**src/rtl/ramtest_bist.sv**
```systemverilog
// ramtest_bist: self-checking SRAM march tester driving a pipelined Wishbone
// master port with a single outstanding transaction. The march has four
// passes: write P(a), read P(a), write ~P(a), read ~P(a). It reports
// pass/fail, a saturating mismatch count, details of the first mismatch and a
// bus-timeout abort flag.
module ramtest_bist #(
    parameter int              AW        = 19,
    parameter int              DW        = 16,
    parameter logic [AW-1:0]   ADDR_LAST = {AW{1'b1}},
    parameter int              TIMEOUT   = 255,
    parameter int              ERRW      = 16
) (
    input  logic              clk_i,
    input  logic              reset_i,
    input  logic              start_i,
    output logic              busy_o,
    output logic              done_o,
    output logic              fail_o,
    output logic              timeout_o,
    output logic [ERRW-1:0]   err_count_o,
    output logic [AW-1:0]     err_adr_o,
    output logic [DW-1:0]     err_exp_o,
    output logic [DW-1:0]     err_got_o,
    output logic              cyc_o,
    output logic              stb_o,
    output logic              we_o,
    output logic [DW/8-1:0]   sel_o,
    output logic [AW-1:0]     adr_o,
    output logic [DW-1:0]     dat_o,
    input  logic              ack_i,
    input  logic [DW-1:0]     dat_i,
    input  logic              stall_i
);

    // Watchdog wide enough to hold TIMEOUT-1; abort fires on the TIMEOUT-th
    // consecutive waiting cycle.
    localparam int WDW = (TIMEOUT > 1) ? $clog2(TIMEOUT + 1) : 1;
    localparam logic [WDW-1:0] WDOG_LAST = WDW'(TIMEOUT - 1);

    typedef enum logic [1:0] {
        S_IDLE = 2'd0,
        S_REQ  = 2'd1,
        S_WAIT = 2'd2,
        S_DONE = 2'd3
    } state_t;

    state_t            state_q,   state_d;
    logic [AW-1:0]     addr_q,    addr_d;
    logic [1:0]        pass_q,    pass_d;
    logic [WDW-1:0]    wdog_q,    wdog_d;
    logic              timeout_q, timeout_d;
    logic [ERRW-1:0]   err_cnt_q, err_cnt_d;
    logic [AW-1:0]     err_adr_q, err_adr_d;
    logic [DW-1:0]     err_exp_q, err_exp_d;
    logic [DW-1:0]     err_got_q, err_got_d;

    logic [AW+DW-1:0]  pat_wide;
    logic [DW-1:0]     pattern;
    logic              wdog_expired;
    logic              is_read_pass;
    logic              in_bus;

    // Pattern for the current address: zero-extend/truncate, inverted in passes 2 and 3.
    always_comb begin
        pat_wide     = {{DW{1'b0}}, addr_q};
        pattern      = pass_q[1] ? ~pat_wide[DW-1:0] : pat_wide[DW-1:0];
        wdog_expired = (wdog_q == WDOG_LAST);
        is_read_pass = pass_q[0];
    end

    // Next-state logic: march sequencing, read compare and watchdog.
    always_comb begin
        state_d   = state_q;
        addr_d    = addr_q;
        pass_d    = pass_q;
        wdog_d    = wdog_q;
        timeout_d = timeout_q;
        err_cnt_d = err_cnt_q;
        err_adr_d = err_adr_q;
        err_exp_d = err_exp_q;
        err_got_d = err_got_q;

        case (state_q)
            S_IDLE, S_DONE: begin
                if (start_i) begin
                    state_d   = S_REQ;
                    addr_d    = '0;
                    pass_d    = 2'd0;
                    wdog_d    = '0;
                    timeout_d = 1'b0;
                    err_cnt_d = '0;
                    err_adr_d = '0;
                    err_exp_d = '0;
                    err_got_d = '0;
                end
            end

            S_REQ: begin
                if (!stall_i) begin
                    state_d = S_WAIT;
                    wdog_d  = '0;
                end else if (wdog_expired) begin
                    state_d   = S_DONE;
                    timeout_d = 1'b1;
                end else begin
                    wdog_d = wdog_q + 1'b1;
                end
            end

            S_WAIT: begin
                if (ack_i) begin
                    if (is_read_pass && (dat_i != pattern)) begin
                        if (err_cnt_q != {ERRW{1'b1}}) begin
                            err_cnt_d = err_cnt_q + 1'b1;
                        end
                        if (err_cnt_q == '0) begin
                            err_adr_d = addr_q;
                            err_exp_d = pattern;
                            err_got_d = dat_i;
                        end
                    end
                    wdog_d = '0;
                    // Compare against ADDR_LAST rather than counting past it,
                    // so a full 2**AW range cannot overflow the counter.
                    if (addr_q == ADDR_LAST) begin
                        addr_d = '0;
                        if (pass_q == 2'd3) begin
                            state_d = S_DONE;
                        end else begin
                            pass_d  = pass_q + 2'd1;
                            state_d = S_REQ;
                        end
                    end else begin
                        addr_d  = addr_q + 1'b1;
                        state_d = S_REQ;
                    end
                end else if (wdog_expired) begin
                    state_d   = S_DONE;
                    timeout_d = 1'b1;
                end else begin
                    wdog_d = wdog_q + 1'b1;
                end
            end

            default: state_d = S_IDLE;
        endcase
    end

    // State and result registers; reset discards any run in progress.
    always_ff @(posedge clk_i) begin
        if (reset_i) begin
            state_q   <= S_IDLE;
            addr_q    <= '0;
            pass_q    <= 2'd0;
            wdog_q    <= '0;
            timeout_q <= 1'b0;
            err_cnt_q <= '0;
            err_adr_q <= '0;
            err_exp_q <= '0;
            err_got_q <= '0;
        end else begin
            state_q   <= state_d;
            addr_q    <= addr_d;
            pass_q    <= pass_d;
            wdog_q    <= wdog_d;
            timeout_q <= timeout_d;
            err_cnt_q <= err_cnt_d;
            err_adr_q <= err_adr_d;
            err_exp_q <= err_exp_d;
            err_got_q <= err_got_d;
        end
    end

    // Bus and status outputs decoded from state; bus fields are quiet outside a cycle.
    always_comb begin
        in_bus      = (state_q == S_REQ) || (state_q == S_WAIT);
        cyc_o       = in_bus;
        stb_o       = (state_q == S_REQ);
        busy_o      = in_bus;
        done_o      = (state_q == S_DONE);
        we_o        = in_bus && !is_read_pass;
        sel_o       = {(DW/8){in_bus}};
        adr_o       = addr_q;
        dat_o       = (in_bus && !is_read_pass) ? pattern : '0;
        timeout_o   = timeout_q;
        fail_o      = timeout_q || (err_cnt_q != '0);
        err_count_o = err_cnt_q;
        err_adr_o   = err_adr_q;
        err_exp_o   = err_exp_q;
        err_got_o   = err_got_q;
    end

endmodule

```
**config.mk**
```make
export PLATFORM = sky130hd
export DESIGN_NAME = ramtest_bist
export DESIGN_NICKNAME = d
export VERILOG_FILES = /design/src/rtl/ramtest_bist.sv
export SDC_FILE = /design/constraint.sdc
export NUM_CORES = 1
export LEC_CHECK = 0
export ABC_CLOCK_PERIOD_IN_PS = 3300
export CORE_MARGIN = 2
export CORE_UTILIZATION = 30
export CTS_CLUSTER_DIAMETER = 200
export CTS_CLUSTER_SIZE = 24
export DETAILED_ROUTE_END_ITERATION = 8
export PLACE_DENSITY = 0.53
export REMOVE_ABC_BUFFERS = 1
export SETUP_SLACK_MARGIN = 0.2
export SLEW_MARGIN = 20
export SYNTH_ARGS = -nofsm -noshare
export SYNTH_HDL_FRONTEND = slang
export SYNTH_SLANG_ARGS = --single-unit
```
**constraint.sdc**
```tcl
create_clock -name clk_i -period 3.3 [get_ports clk_i]
set_input_delay 0.825 -clock clk_i [delete_from_list [all_inputs] [get_ports clk_i]]
set_output_delay 0.825 -clock clk_i [all_outputs]
set_load 0.05 [all_outputs]
```
* Word level (Yosys, flattened, before mapping)
Index checks and enable logic that the tools add are counted.
Word-level totals: register bits 99, bits of input ports 21, output and inout port bits 111, logic and storage cells 91
Operators by class: add/sub/neg operators 4, equality and inequality tests 17, multiplexer cells 45, bitwise operators 1, reductions and logical operators 15
Operators with widths (count):
- $mux 16 | 12
- $mux 19 | 6
- $pmux 16 s2 | 3
- $pmux 19 s2 | 2
- $mux 8 | 4
- $pmux 8 s3 | 1
- $mux 2 | 10
- $add 19x1->19 const B | 1
- $eq 19x19->1 const B | 1
- $add 16x1->16 const B | 1
- $logic_not 16->1 | 1
- $ne 16x16->1 | 1
- $ne 16x16->1 const B | 1
- $ne 2x2->1 const B | 8
- $not 16->16 | 1
- $reduce_bool 16->1 | 1
- $reduce_and 5->1 | 3
- $add 8x1->8 const B | 1
- $eq 8x8->1 const B | 1
- $eq 2x2->1 const B | 3
- $pmux 2 s3 | 1
- $reduce_and 3->1 | 2
- $mux 1 | 4
- $pmux 2 s2 | 1
- 10 further kinds | 12

* Longest topological paths before layout
depth in word-level cells 7, mapped depth 10, gate-level depth less buffers 8

* Worst setup path before layout
OpenSTA, ideal clock, no wires.
path kind flip-flop to output port, from register state_q[0], to output dat_o[10], arrival time 2331 ps, required time 2475 ps, path slack 144 ps, stages on the path, launching flop included 7, path buffers 1, cell sequence dfxtp_1 inv_1 ha_1 inv_1 nand2_1 clkbuf_1 nor2_1
Between the ends: longest elaborated chain between the ends 4, elaborated cells between the ends (all ways) 5, those cells by class eq/ne: 2; mux: 1; reduce/logical: 2
Ends and longest elaborated chain:
- start, declared | line 47 | state_t state_q, state_d;
- start signal, assigned | line 162 | state_q <= state_d;
- $eq 2x1->1 or $eq 2x2->1 (tied branches) | line 176 | in_bus = (state_q == S_REQ) || (state_q == S_WAIT);
- $logic_or 1x1->1 * | line 176
- via busy_o | line 16 | output logic busy_o,
- $logic_and 1x1->1 * | line 184 | dat_o = (in_bus && !is_read_pass) ? pattern : '0;
- $mux 16 * | line 184
- end, declared | line 29 | output logic [DW-1:0] dat_o,
The timed path passes the listed nets; every way through them passes the cells marked *.

* Worst setup path after layout
from register state_q[0], to output busy_o
Between the ends: longest elaborated chain between the ends 2, elaborated cells between the ends (all ways) 3, those cells by class eq/ne: 2; reduce/logical: 1
Ends and longest elaborated chain (line):
- $eq 2x1->1 or $eq 2x2->1 (tied branches) | 176
- $logic_or 1x1->1 * | 176
- end, declared | 16
Mark *: on every way between the ends. The rest lies on a longest branch, timed or not.

==> impl_metrics.tcl <==
set metrics [dict create \
    grt_usage_pct 18.54 \
    worstMarginPinSlew_ns 0.6945 \
    finalWirelength_mm 18.14 \
    synth_area_um2 5398 \
    pin_count 132 \
    synthArstFlopShare_pct 0 \
    cp.required_ns 2.47 \
    nNetsFinal 804 \
    die_w_um 138.1 \
    drc 0 \
    met2_usage_pct 29.42 \
    criticalPathCategory "reg2out" \
    avgSynthCellArea_um2 8.032 \
    clockRootBuffer "clkbuf_16" \
    arrival_ns 2.18 \
    diodes 0 \
    clock-sinks 99 \
    numCtsBuffers 9 \
    clock_skew_ns 0.006217 \
    grt_pass1_wl_mm 29.24 \
    grt-ovfl-total 0 \
    hpwl_mm 12.56 \
    wl_per_cell_um 18.02 \
    finalCritPeriodShare_pct 91.15 \
    coreArea_um2 17780 \
    drt-initial-drc-count 367 \
    grt_setup_unrepaired "false" \
    synth_top_cell_by_area "dfxtp_1" \
    yosys_warnings 0 \
    die-area_um2 19080 \
    fmax_ghz 0.3325 \
    syn_inst 672 \
    ctsHoldBuffers 0 \
    path_max_fanout 7 \
    yosysTopAreaCellShare_pct 36.72 \
    yosys-top-cells-count "dfxtp_1, a21oi_1, nor2_1" \
    first_pass_iters 5 \
    hold-worst-slack_ns 0.4762 \
    hp-class "reg2reg" \
    numPortBuffers 131 \
    drive_above_1_share_pct 10.54 \
    num_vias 5540 \
    cp-end-kind "output port" \
    viasPerCell 5.501 \
    cellPowerDensity_nw_per_um2 389.8 \
    setup_viol 0 \
    start_kind "flop" \
    drv_slew 0 \
    die-height_um 138.1 \
    start_util_pct 30.36 \
    busiest_layer "met2" \
    place_congestion 0.8964 \
    yosys_register_bits 99 \
    grt_max_degree 68 \
    maxCapViolations 0 \
    peakVddDrop_mv 0.2839 \
    final_util_pct 41.59 \
    synth.top_cells.by_area "dfxtp_1, a21oi_1, nand4_1, xnor2_1, nor2_1" \
    synth_edf_count 0 \
    grt_antenna_before_repair 0 \
    grtUsageMet3_pct 4.018 \
    post-synth-top-count-cell "dfxtp_1" \
    core.rowCount 49 \
    finalPower_uw 2882 \
    min_period_ns 3.008 \
    hold_violations 0 \
    ys_seq_area_share_pct 36.72 \
    clk_pin_slew_worst_paths_ns 0.06 \
    area_delta_synth_final_pct 37.00 \
    synthDistinctLibCells 53 \
    ant_nets 0 \
    status "finished clean" \
    grt_pass1_vias 5398 \
    cts_tree "yes" \
    p_leak_uw 0.002371 \
    ys.flop_type "dfxtp_1" \
    met1_usage_pct 24.74 \
    cts_max_path_buffers 2 \
    htree_levels 3 \
    slew_headroom_pct 53.70 \
    clock_latency_ns 0.35 \
]
[critical path: stages, from the launching register on]
cell and delay [ns]:
dfxtp_1 0.39, inv_1 0.06, ha_2 0.32, inv_1 0.22
clkdlybuf4s50_1 0.85
[final timing paths]
kind	start	endpoint	slack, ns	cells after the start
worst max register to register	state_q[0]	err_exp_o[9]	0.64	9
worst min-delay path	err_adr_o[3]	err_adr_o[3]	0.48	2
worst max-delay path	state_q[0]	busy_o	0.29	4
worst min register to register	err_adr_o[3]	err_adr_o[3]	0.48	2
[routing by layer]
layer,vias up,wire (µm)
met3,38,1181
met1,2660,8267
met5,-,0
met4,0,422
met2,200,8271
li1,2642,-
[cells in the final DEF, fill, tap and decap left out, types with 4 or more instances in the layout]
cell	n
clkdlybuf4s50_1	112
dfxtp_1	99
a21oi_1	66
nor2_1	64
nand4_1	42
o21ai_0	34
o21ai_1	31
nand2_1	29
xnor2_1	29
buf_4	27
or4_1	24
inv_1	23
nand3_1	22
buf_12	19
xor2_1	15
or3_1	13
nor3_1	9
nor2b_1	9
clkbuf_16	9
nor4_1	8
a211oi_1	8
ha_1	8
o311ai_0	7
a21o_1	6
o41ai_2	5
and3_1	5
o211ai_1	4
[cells by family (layout without fill, tap and decap cells)]
| kind of cell | count (synthesis) | after routing | share of synthesized area, % |
|---|---|---|---|
| muxes | 2 | 2 | 0.3709 |
| AOI/OAI and AO/OA | 191 | 191 | 22.46 |
| buffers and inverters | 92 | 198 | 8.020 |
| and+or+nand+nor | 235 | 235 | 23.20 |
| DFF | 99 | 99 | 36.72 |
| xor gates and xnor gates | 44 | 44 | 7.140 |
| adders and majority gates | 9 | 9 | 2.086 |
[metrics by stage]
stage	setup TNS [ns]	cell area (µm²)	cells	worst slack, ns
floorplan	-47.21	5051	603	-0.9026
global placement	0	7069	992	0.1058
detailed placement	0	7069	992	0.03668
CTS	0	7386	1007	0.2669
global route	0	7395	1007	0.2135
finish	0	7395	1007	0.2921
[flip-flops by register name (all words and copies together) (netlist names), 2 cells and up]
register / flops
state_q: 2
wdog_q: 8
err_adr_o: 19
adr_o: 19
err_got_o: 16
pass_q: 2
err_count_o: 16
err_exp_o: 16
[final cells by class]
class                           count  area (µm²)
Sequential cell                    99        1982
Clock buffer                       11       242.7
Multi-Input combinational cell    481        3008
Clock inverter                      4       75.07
Inverter                           23       86.33
Timing Repair Buffer              160        1714
Tap cell                          229       286.5
Fill cell                        1767       10390
[report_power, final]
group / internal [µW] / leakage (µW) / total [µW] / switching (µW)
registers: 1200 / 0.000797 / 1220 / 15.9
clock network: 682 / 0.000148 / 1140 / 463
logic: 162 / 0.00143 / 520 / 358
[what timing repair did]
item                       4_1_cts  5_1_grt
buffers inserted                 0        0
setup endpoints to repair        1       11
resized for setup                1        3
Power figures use the tool's default switching activity.
